==> src/rtl/uart_rx_fifo_mmio_pkg.sv <==
// uart_rx_fifo_mmio_pkg
//   Shared definitions for the UART receive FIFO peripheral:
//   - register indices, selected by mem_addr[3:2]
//   - STATUS and CTRL bit positions
//   - the DATA valid bit position
//   - a helper that packs a DATA read word
//   No ports; imported by uart_rx_fifo_mmio and sync_fifo8.

package uart_rx_fifo_mmio_pkg;

  // Register indices (mem_addr[3:2]); index 3 is reserved and reads zero.
  localparam logic [1:0] REG_DATA   = 2'd0;
  localparam logic [1:0] REG_STATUS = 2'd1;
  localparam logic [1:0] REG_CTRL   = 2'd2;

  // STATUS bit positions; the FIFO count occupies bits [STAT_COUNT_LSB +: AW+1].
  localparam int unsigned STAT_NOT_EMPTY_BIT = 0;
  localparam int unsigned STAT_FULL_BIT      = 1;
  localparam int unsigned STAT_OVERRUN_BIT   = 2;
  localparam int unsigned STAT_IRQ_EN_BIT    = 3;
  localparam int unsigned STAT_COUNT_LSB     = 8;

  // CTRL bit positions; flush and clr_ovr are self-clearing commands.
  localparam int unsigned CTRL_FLUSH_BIT   = 0;
  localparam int unsigned CTRL_CLR_OVR_BIT = 1;
  localparam int unsigned CTRL_IRQ_EN_BIT  = 2;

  // DATA read word: {23'b0, valid, byte}.
  localparam int unsigned DATA_VALID_BIT = 8;

  // Packs a DATA read word; an empty FIFO reads as all zeros.
  function automatic logic [31:0] data_word(input logic valid, input logic [7:0] rx_b);
    logic [31:0] w;
    w = 32'd0;
    if (valid) begin
      w[7:0]           = rx_b;
      w[DATA_VALID_BIT] = 1'b1;
    end else begin
      w = 32'd0;
    end
    return w;
  endfunction

endpackage

==> src/rtl/uart_rx_fifo_mmio_sync_fifo8.sv <==
// sync_fifo8
//   Byte-wide synchronous FIFO with flush.
//   Ports:
//     clk, reset    : clock and synchronous active-high reset
//     flush         : empties the FIFO; wins over a simultaneous push
//     push, din     : write request and byte
//     pop           : read request (ignored when empty)
//     dout          : head byte, read combinationally from the array
//     count         : occupancy 0..DEPTH (AW+1 bits)
//     full, empty   : occupancy flags
//   A push while full is dropped unless an effective pop happens in the
//   same cycle, in which case both occur and count stays at DEPTH.

module sync_fifo8
  import uart_rx_fifo_mmio_pkg::*;
#(
  parameter int DEPTH = 16,
  parameter int AW    = 4
) (
  input  logic          clk,
  input  logic          reset,
  input  logic          flush,
  input  logic          push,
  input  logic [7:0]    din,
  input  logic          pop,
  output logic [7:0]    dout,
  output logic [AW:0]   count,
  output logic          full,
  output logic          empty
);

  localparam logic [AW:0]   DEPTH_C    = (AW+1)'(DEPTH);
  localparam logic [AW:0]   CNT_ONE_C  = (AW+1)'(1);
  localparam logic [AW:0]   CNT_ZERO_C = (AW+1)'(0);
  localparam logic [AW-1:0] PTR_ONE_C  = AW'(1);
  localparam logic [AW-1:0] PTR_ZERO_C = AW'(0);

  logic [7:0]    mem_q [DEPTH];
  logic [7:0]    mem_d [DEPTH];
  logic [AW-1:0] wr_ptr_q, wr_ptr_d;
  logic [AW-1:0] rd_ptr_q, rd_ptr_d;
  logic [AW:0]   count_q, count_d;
  logic          do_pop_s;
  logic          do_push_s;

  assign full  = (count_q == DEPTH_C);
  assign empty = (count_q == CNT_ZERO_C);
  assign count = count_q;
  assign dout  = mem_q[rd_ptr_q];

  // A pop needs data; a push needs room, which an accepted pop provides.
  assign do_pop_s  = pop & ~empty;
  assign do_push_s = push & (~full | do_pop_s);

  // Pointer and occupancy next state; flush returns everything to zero.
  always_comb begin
    wr_ptr_d = wr_ptr_q;
    rd_ptr_d = rd_ptr_q;
    count_d  = count_q;
    if (flush) begin
      wr_ptr_d = PTR_ZERO_C;
      rd_ptr_d = PTR_ZERO_C;
      count_d  = CNT_ZERO_C;
    end else begin
      if (do_push_s) begin
        wr_ptr_d = wr_ptr_q + PTR_ONE_C;
      end else begin
        wr_ptr_d = wr_ptr_q;
      end
      if (do_pop_s) begin
        rd_ptr_d = rd_ptr_q + PTR_ONE_C;
      end else begin
        rd_ptr_d = rd_ptr_q;
      end
      case ({do_push_s, do_pop_s})
        2'b10:   count_d = count_q + CNT_ONE_C;
        2'b01:   count_d = count_q - CNT_ONE_C;
        default: count_d = count_q;
      endcase
    end
  end

  // Storage next state: the tail slot takes din on an accepted, unflushed push.
  always_comb begin
    mem_d = mem_q;
    if (do_push_s & ~flush) begin
      mem_d[wr_ptr_q] = din;
    end else begin
      mem_d[wr_ptr_q] = mem_q[wr_ptr_q];
    end
  end

  // Storage array; contents need no reset because count gates visibility.
  always_ff @(posedge clk) begin
    mem_q <= mem_d;
  end

  // Pointer and occupancy registers with synchronous reset.
  always_ff @(posedge clk) begin
    if (reset) begin
      wr_ptr_q <= PTR_ZERO_C;
      rd_ptr_q <= PTR_ZERO_C;
      count_q  <= CNT_ZERO_C;
    end else begin
      wr_ptr_q <= wr_ptr_d;
      rd_ptr_q <= rd_ptr_d;
      count_q  <= count_d;
    end
  end

endmodule

==> src/rtl/uart_rx_fifo_mmio.sv <==
// uart_rx_fifo_mmio
//   IO-page bus responder that buffers UART receive bytes in a FIFO.
//   Ports:
//     clk, reset        : clock and synchronous active-high reset
//     sel               : IO-page select decoded by the SoC
//     mem_addr[3:0]     : byte address; register index = mem_addr[3:2]
//     mem_rstrb         : read strobe
//     mem_wdata[31:0]   : write data (only CTRL bits [2:0] are meaningful)
//     mem_wmask[3:0]    : byte write mask; CTRL needs bit 0
//     mem_rdata[31:0]   : registered read data, held between selected reads
//     rx_dv, rx_byte    : one-cycle byte-valid pulse and byte from the receiver
//     irq               : irq_en & (not_empty | overrun), from registered state
//   Registers: 0 DATA (read pops), 1 STATUS, 2 CTRL, 3 reserved.

module uart_rx_fifo_mmio
  import uart_rx_fifo_mmio_pkg::*;
#(
  parameter int DEPTH = 16,
  parameter int AW    = 4
) (
  input  logic        clk,
  input  logic        reset,
  input  logic        sel,
  input  logic [3:0]  mem_addr,
  input  logic        mem_rstrb,
  input  logic [31:0] mem_wdata,
  input  logic [3:0]  mem_wmask,
  output logic [31:0] mem_rdata,
  input  logic        rx_dv,
  input  logic [7:0]  rx_byte,
  output logic        irq
);

  logic [1:0]  reg_idx_s;
  logic        rd_req_s;
  logic        pop_req_s;
  logic        ctrl_wr_s;
  logic        flush_s;
  logic        clr_ovr_s;
  logic        ovr_set_s;
  logic [7:0]  fifo_head_s;
  logic [AW:0] fifo_count_s;
  logic        fifo_full_s;
  logic        fifo_empty_s;
  logic [31:0] status_word_s;
  logic [31:0] ctrl_word_s;
  logic        unused_bus_bits_s;

  logic [31:0] rdata_q, rdata_d;
  logic        overrun_q, overrun_d;
  logic        irq_en_q, irq_en_d;

  assign reg_idx_s = mem_addr[3:2];
  assign rd_req_s  = sel & mem_rstrb;
  // The FIFO itself ignores a pop when empty, so no not_empty term is needed here.
  assign pop_req_s = rd_req_s & (reg_idx_s == REG_DATA);
  assign ctrl_wr_s = sel & mem_wmask[0] & (reg_idx_s == REG_CTRL);
  assign flush_s   = ctrl_wr_s & mem_wdata[CTRL_FLUSH_BIT];
  assign clr_ovr_s = ctrl_wr_s & mem_wdata[CTRL_CLR_OVR_BIT];

  // A byte is lost only when full with no pop to make room; a flush discards
  // the byte deliberately and does not count as an overrun.
  assign ovr_set_s = rx_dv & fifo_full_s & ~pop_req_s & ~flush_s;

  assign unused_bus_bits_s = ^{mem_addr[1:0], mem_wmask[3:1], mem_wdata[31:3]};

  sync_fifo8 #(
    .DEPTH (DEPTH),
    .AW    (AW)
  ) u_fifo (
    .clk   (clk),
    .reset (reset),
    .flush (flush_s),
    .push  (rx_dv),
    .din   (rx_byte),
    .pop   (pop_req_s),
    .dout  (fifo_head_s),
    .count (fifo_count_s),
    .full  (fifo_full_s),
    .empty (fifo_empty_s)
  );

  // STATUS and CTRL read words assembled from current state.
  always_comb begin
    status_word_s = 32'd0;
    status_word_s[STAT_NOT_EMPTY_BIT]        = ~fifo_empty_s;
    status_word_s[STAT_FULL_BIT]             = fifo_full_s;
    status_word_s[STAT_OVERRUN_BIT]          = overrun_q;
    status_word_s[STAT_IRQ_EN_BIT]           = irq_en_q;
    status_word_s[STAT_COUNT_LSB +: AW+1]    = fifo_count_s;
    ctrl_word_s = 32'd0;
    ctrl_word_s[CTRL_IRQ_EN_BIT]             = irq_en_q;
  end

  // Read mux; the value is captured only on a selected read and held otherwise.
  always_comb begin
    rdata_d = rdata_q;
    if (rd_req_s) begin
      case (reg_idx_s)
        REG_DATA:   rdata_d = data_word(~fifo_empty_s, fifo_head_s);
        REG_STATUS: rdata_d = status_word_s;
        REG_CTRL:   rdata_d = ctrl_word_s;
        default:    rdata_d = 32'd0;
      endcase
    end else begin
      rdata_d = rdata_q;
    end
  end

  // Sticky overrun and stored irq_en; a new drop outranks a same-cycle clear
  // so a lost byte is never hidden from software.
  always_comb begin
    overrun_d = overrun_q;
    irq_en_d  = irq_en_q;
    if (ovr_set_s) begin
      overrun_d = 1'b1;
    end else if (clr_ovr_s) begin
      overrun_d = 1'b0;
    end else begin
      overrun_d = overrun_q;
    end
    if (ctrl_wr_s) begin
      irq_en_d = mem_wdata[CTRL_IRQ_EN_BIT];
    end else begin
      irq_en_d = irq_en_q;
    end
  end

  // Bus-side registers with synchronous reset.
  always_ff @(posedge clk) begin
    if (reset) begin
      rdata_q   <= 32'd0;
      overrun_q <= 1'b0;
      irq_en_q  <= 1'b0;
    end else begin
      rdata_q   <= rdata_d;
      overrun_q <= overrun_d;
      irq_en_q  <= irq_en_d;
    end
  end

  assign mem_rdata = rdata_q;
  assign irq       = irq_en_q & (~fifo_empty_s | overrun_q);

endmodule

==> config.mk <==
export PLATFORM = sky130hd
export DESIGN_NAME = uart_rx_fifo_mmio
export DESIGN_NICKNAME = d
export VERILOG_FILES = /design/src/rtl/uart_rx_fifo_mmio_pkg.sv /design/src/rtl/uart_rx_fifo_mmio_sync_fifo8.sv /design/src/rtl/uart_rx_fifo_mmio.sv
export SDC_FILE = /design/constraint.sdc
export NUM_CORES = 1
export LEC_CHECK = 0
export ABC_AREA = 1
export BUFFER_PORTS_ARGS = -buffer_cell sky130_fd_sc_hd__buf_2
export CORE_MARGIN = 8
export CORE_UTILIZATION = 40
export CTS_CLUSTER_DIAMETER = 50
export DETAILED_ROUTE_END_ITERATION = 6
export SYNTH_ARGS = -nofsm -noshare
export SYNTH_HDL_FRONTEND = slang
export SYNTH_SLANG_ARGS = --single-unit
==> constraint.sdc <==
create_clock -name clk -period 1.9 [get_ports clk]
set_input_delay 0.19 -clock clk [delete_from_list [all_inputs] [get_ports clk]]
set_output_delay 0.19 -clock clk [all_outputs]
set_load 0.02 [all_outputs]
# After elaboration in Yosys (flattened, before gate mapping)
# Index checks and enable logic that the tools add are counted.
[classes] n_addsub=4 order_cmp=3 eq_ne=5 muxes=16 bitwise=21 n_reduce_logical=6
[op_table] operator="$bwmux W128" n=2
[op_table] operator="$mux W128" n=1
[op_table] operator="$bmux W8 S4" n=2
[op_table] operator="$mux W8" n=5
[op_table] operator="$pmux W13 S3" n=1
[op_table] operator="$demux W8 S4" n=1
[op_table] operator="$and A1 B1 Y1" n=13
[op_table] operator="$ge A5 B5 Y1 const B" n=2
[op_table] operator="$not A4 Y5" n=2
[op_table] operator="$pmux W5 S2" n=1
[op_table] operator="$mux W9" n=1
[op_table] operator="$add A4 B1 Y4 const B" n=2
[op_table] operator="$add A5 B1 Y5 const B" n=1
[op_table] operator="$eq A5 B5 Y1 const B" n=1
[op_table] operator="$logic_not A5 Y1" n=1
[op_table] operator="$lt A5 B1 Y1 const B" n=1
[op_table] operator="$sub A5 B1 Y5 const B" n=1
[op_table] operator="$eq A2 B1 Y1 const B" n=2
[op_table] operator="$eq A2 B2 Y1 const B" n=2
[op_table] operator="$not A1 Y1" n=4
[op_table] operator="$reduce_bool A2 Y1" n=2
[op_table] operator="$logic_not A2 Y1" n=1
[op_table] operator="$mux W1" n=2
[op_table] operator="$or A1 B1 Y1" n=2
[op_table] operator="other kinds (2)" n=2
[totals] register_bits=175 output_inout_bits=33 elab_cells=77

# Depth between registers and ports, before layout
[depth] ltp_word=7 depth_mapped=16

# Cells and area by module
# Synthesis repeated with hierarchy kept, for this count alone.
[hier_totals] cells_unflattened=1491 hier_area_um2=10628.9
[modules_own_cells] mod="sync_fifo8" n_inst=1 cells_each=1373 area_each_um2=9808.2 seq_area_each_um2=4103.9
[modules_own_cells] mod="uart_rx_fifo_mmio" n_inst=1 cells_each=118 area_each_um2=820.8 seq_area_each_um2=300.3

# Worst setup path before layout
# OpenSTA, ideal clock, no wires.
[synth_timing] path_kind="reg2reg" from="reg u_fifo.wr_ptr_q[0]" to="reg u_fifo.mem_q[120] (netlist name) (data pin)" setup_ns=0.141 arrival_ns=1.765 required_time_ns=1.759 slack_ns=-0.007 path_stages_with_launch=10 path_cell_list="dfxtp_1 > buf_4 > inv_2 > buf_6 > buf_6 > ha_1 > inv_1 > nor2_1 > inv_1 > nor2_1"
[synth_rtl] item="start: declaration" line="uart_rx_fifo_mmio_sync_fifo8.sv:40" source="logic [AW-1:0] wr_ptr_q, wr_ptr_d;"
[synth_rtl] item="start signal: assignment" line="uart_rx_fifo_mmio_sync_fifo8.sv:105" source="wr_ptr_q <= wr_ptr_d;"
[synth_rtl] item="end signal: assignment" line="uart_rx_fifo_mmio_sync_fifo8.sv:95" source="mem_q <= mem_d;"
[synth_rtl] item="end: declaration" line="uart_rx_fifo_mmio_sync_fifo8.sv:38" source="logic [7:0] mem_q [DEPTH];"

==> metrics.txt <==
Mapped Area=between 0.008 and 0.009 mm2; maximum number of pins on one net before global-route repair=34; post-detailed-route count of antenna-violating nets=0; Syn. warnings=0; HPWL reported at the end of detailed placement=around 19000 um; Die Ht=around 160 um; CTS Sinks=about 160; Final Setup Violations=66; VDD IR max=just under 700 uV; Critical-path top delay cell=dfxtp_4; via count=7900; Die Area=between 0.02 and 0.03 mm2; number of synthesized flops with an enable pin=about 130; worst path cell trace=buf_8 -> buf_8 -> a21oi_2 -> o21ai_1 -> o21ai_1 -> nand2_1 -> nand3_2 -> o22ai_4 -> buf_6 -> buf_12 -> nor2_1; width of the die=163 um; # IOs=86; antenna violations before repair=0; setup repair after global routing missed its margin=true; Crit path largest cell delay=0.45 ns; CORE AREA=~0.022 mm2; Pleak=slightly above 4 nW; hold crit path type=in2reg; Clk Latency, worst-skew pair=0.44 ns; wire length per cell=between 15 and 20 um; Post-Route WL=27900 um; Worst-path clk slew=approximately 0.070 ns; Max Fclk=around 510 MHz; Syn Area/Cell=8.47 um2; Crit. End Element=register; Residual DRC=0; Relative slew margins=0.659; Top Family by Delay on Critical Path=buffers and inverters; Final min period=~2.0 ns; Yosys cell types=44; final setup skew=0.00967 ns; final hold violation count=0; CTS HTree Levels=4; Row Count=54; Initial Utilization=0.401; CP max FO=11; period utilization=1.04; cts hold-fix bufs=0; area grow syn2layout=24.6%; required time worst endpoint=approximately 2.1 ns; Synth Instances=approximately 1.0k; Synth Flop Type=edfxtp_1; Buf/Inv on CP=4; placed instance area=slightly below 0.01 mm2; status=finished, violations left; DRT Pass-1 Iters=5; clk root buf=clkbuf_16; Overflow after GRT=0; design area=0.0108 mm2; First DRT Iteration DRCs=between 1k and 1.5k; asr flop ratio synth=0; Slew @ Worst Pin=0.510 ns; Setup Crit Path Kind=reg2reg; Tot GR Track Use=0.208; fin nets=approximately 1.2k; Max Cap Viol=0; Hold WS=between 0.04 and 0.05 ns; synthesized flop and latch total=~160; global-route wire length before repair=approximately 42000 um; failing checks=setup timing; Num CTS Buffers=17; Cell Pwr Density=roughly 900 mW/mm2; WP data arrival=roughly 2.2 ns; CTS tree=yes; vias in the first global route=between 7k and 8k; GPL Wtd Cong=0.911; sequential area share after synthesis=0.509; CP Launch Type=register; number of I/O port buffers=32; share of post-route cells with drive strength above 1=0.229; Final WS setup=-0.0677 ns; Diodes inserted=0; Pins Over Slew Limit=0; Vias/cell=~5.5; Clock Path Buffers=2
## final timing paths
| path | from | to | slack [ns] | cells after the start |
|---|---|---|---|---|
| min reg2reg | mem_rdata[6] | mem_rdata[6] | 0.46 | 2 |
| max | u_fifo.wr_ptr_q[0] | u_fifo.mem_q[46] | -0.07 | 11 |
| min | rx_dv | overrun_q | 0.04 | 3 |
| max reg2reg | u_fifo.wr_ptr_q[0] | u_fifo.mem_q[46] | -0.07 | 11 |
## stage by stage
step	utilization	setup TNS [ns]	power (mW)	worst slack [ns]	instances
3_5_place_dp	0.450	-16.02	5.77	-0.255	1372
5_1_grt	0.500	-7.30	10.1	-0.124	1429
3_3_place_gp	0.450	-13.39	5.76	-0.206	1372
4_1_cts	0.493	-0.951	9.69	-0.0509	1420
6_report	0.500	-1.80	9.81	-0.0677	1429
2_1_floorplan	-	-0.251	5.00	-0.00650	1039
## layer usage
| layer | up-vias | routed length (um) | global-route usage |
|---|---|---|---|
| met2 | 468 | 12700 | 0.329 |
| met5 | - | 0 | 0 |
| li1 | 3645 | - | - |
| met3 | 78 | 2690 | 0.0491 |
| met1 | 3709 | 11300 | 0.267 |
| met4 | 0 | 1180 | 0.0922 |
## where the power goes
group / internal (mW) / switching, mW / total (mW)
logic: 0.949 / 1.35 / 2.30
registers: 3.79 / 0.0761 / 3.87
clock network: 2.02 / 1.63 / 3.64
total: 6.76 / 3.05 / 9.81
## registers in the layout, indices dropped and copies added, names as in the netlist
signal and count:
u_fifo.rd_ptr_q 4, u_fifo.mem_q 128, overrun_q 1, irq_en_q 1, u_fifo.count 5, u_fifo.wr_ptr_q 4
mem_rdata 13
## layout make-up
cell class	count	area [um2]
Clock buffer	17	425
Clock inverter	15	199
Fill cell	2036	10800
Inverter	88	337
Multi-Input combinational cell	721	3590
Sequential cell	156	4420
Tap cell	280	350
Timing Repair Buffer	152	1460
## logic make-up after synthesis
| kind of cell | Yosys count | synth area share |
|---|---|---|
| xor+xnor | 4 | 0.00405 |
| compound gates | 294 | 0.191 |
| other cells | 1 | 0.000434 |
| flops | 156 | 0.509 |
| buf+inv | 162 | 0.0910 |
| fa+ha+maj | 6 | 0.00868 |
| simple gates | 398 | 0.195 |
## synthesized netlist by cell type, types with 5 or more instances
| cell type | instances | area, um2 |
|---|---|---|
| nand3_1 | 35 | 175 |
| nor2_2 | 11 | 68.8 |
| o21ai_1 | 14 | 70.1 |
| buf_4 | 25 | 188 |
| buf_2 | 16 | 80.1 |
| o211ai_1 | 18 | 135 |
| nor2_1 | 215 | 807 |
| buf_6 | 5 | 56.3 |
| clkbuf_1 | 21 | 78.8 |
| nand2_1 | 116 | 435 |
| inv_1 | 83 | 312 |
| dfxtp_1 | 28 | 561 |
| edfxtp_1 | 128 | 3840 |
| ha_1 | 6 | 75.1 |
| buf_1 | 5 | 18.8 |
| o21ai_0 | 161 | 806 |
| a21oi_1 | 83 | 415 |
| o22ai_4 | 7 | 140 |
## layout by cell type (no fill, tap or decap), types with 5 or more instances in the layout
cell type  count
dfxtp_1       22
o21ai_0      137
o21ai_1       34
nand3_2        9
nand2_1      115
inv_8          5
conb_1        19
buf_4         80
o211ai_1      18
inv_1         65
nand3_1       28
nor2_1       212
inv_2         20
nor2_2        14
a21oi_1       81
ha_1           6
buf_2         32
edfxtp_1     128
o22ai_4        7
clkbuf_16     18
buf_6         14
buf_12        20
## what timing repair did
| action | 4_1_cts | 5_1_grt |
|---|---|---|
| endpoints found under the setup margin | 145 | 163 |
| buffers inserted | 13 | 8 |
| gates cloned | 3 | 1 |
| hold endpoints to repair | 0 | 0 |
| pin swaps | 4 | 8 |
| gates resized for setup | 48 | 44 |
## worst register-to-register path: stages (launching register included)
cell and delay [ns]:
dfxtp_4 0.45, buf_8 0.16, buf_8 0.15, a21oi_2 0.07, o21ai_1 0.09, o21ai_1 0.09, nand2_1 0.09, nand3_2 0.11
o22ai_4 0.19, buf_6 0.15, buf_12 0.12, nor2_1 0.05
Note: power is estimated with default switching activity, not from simulation.
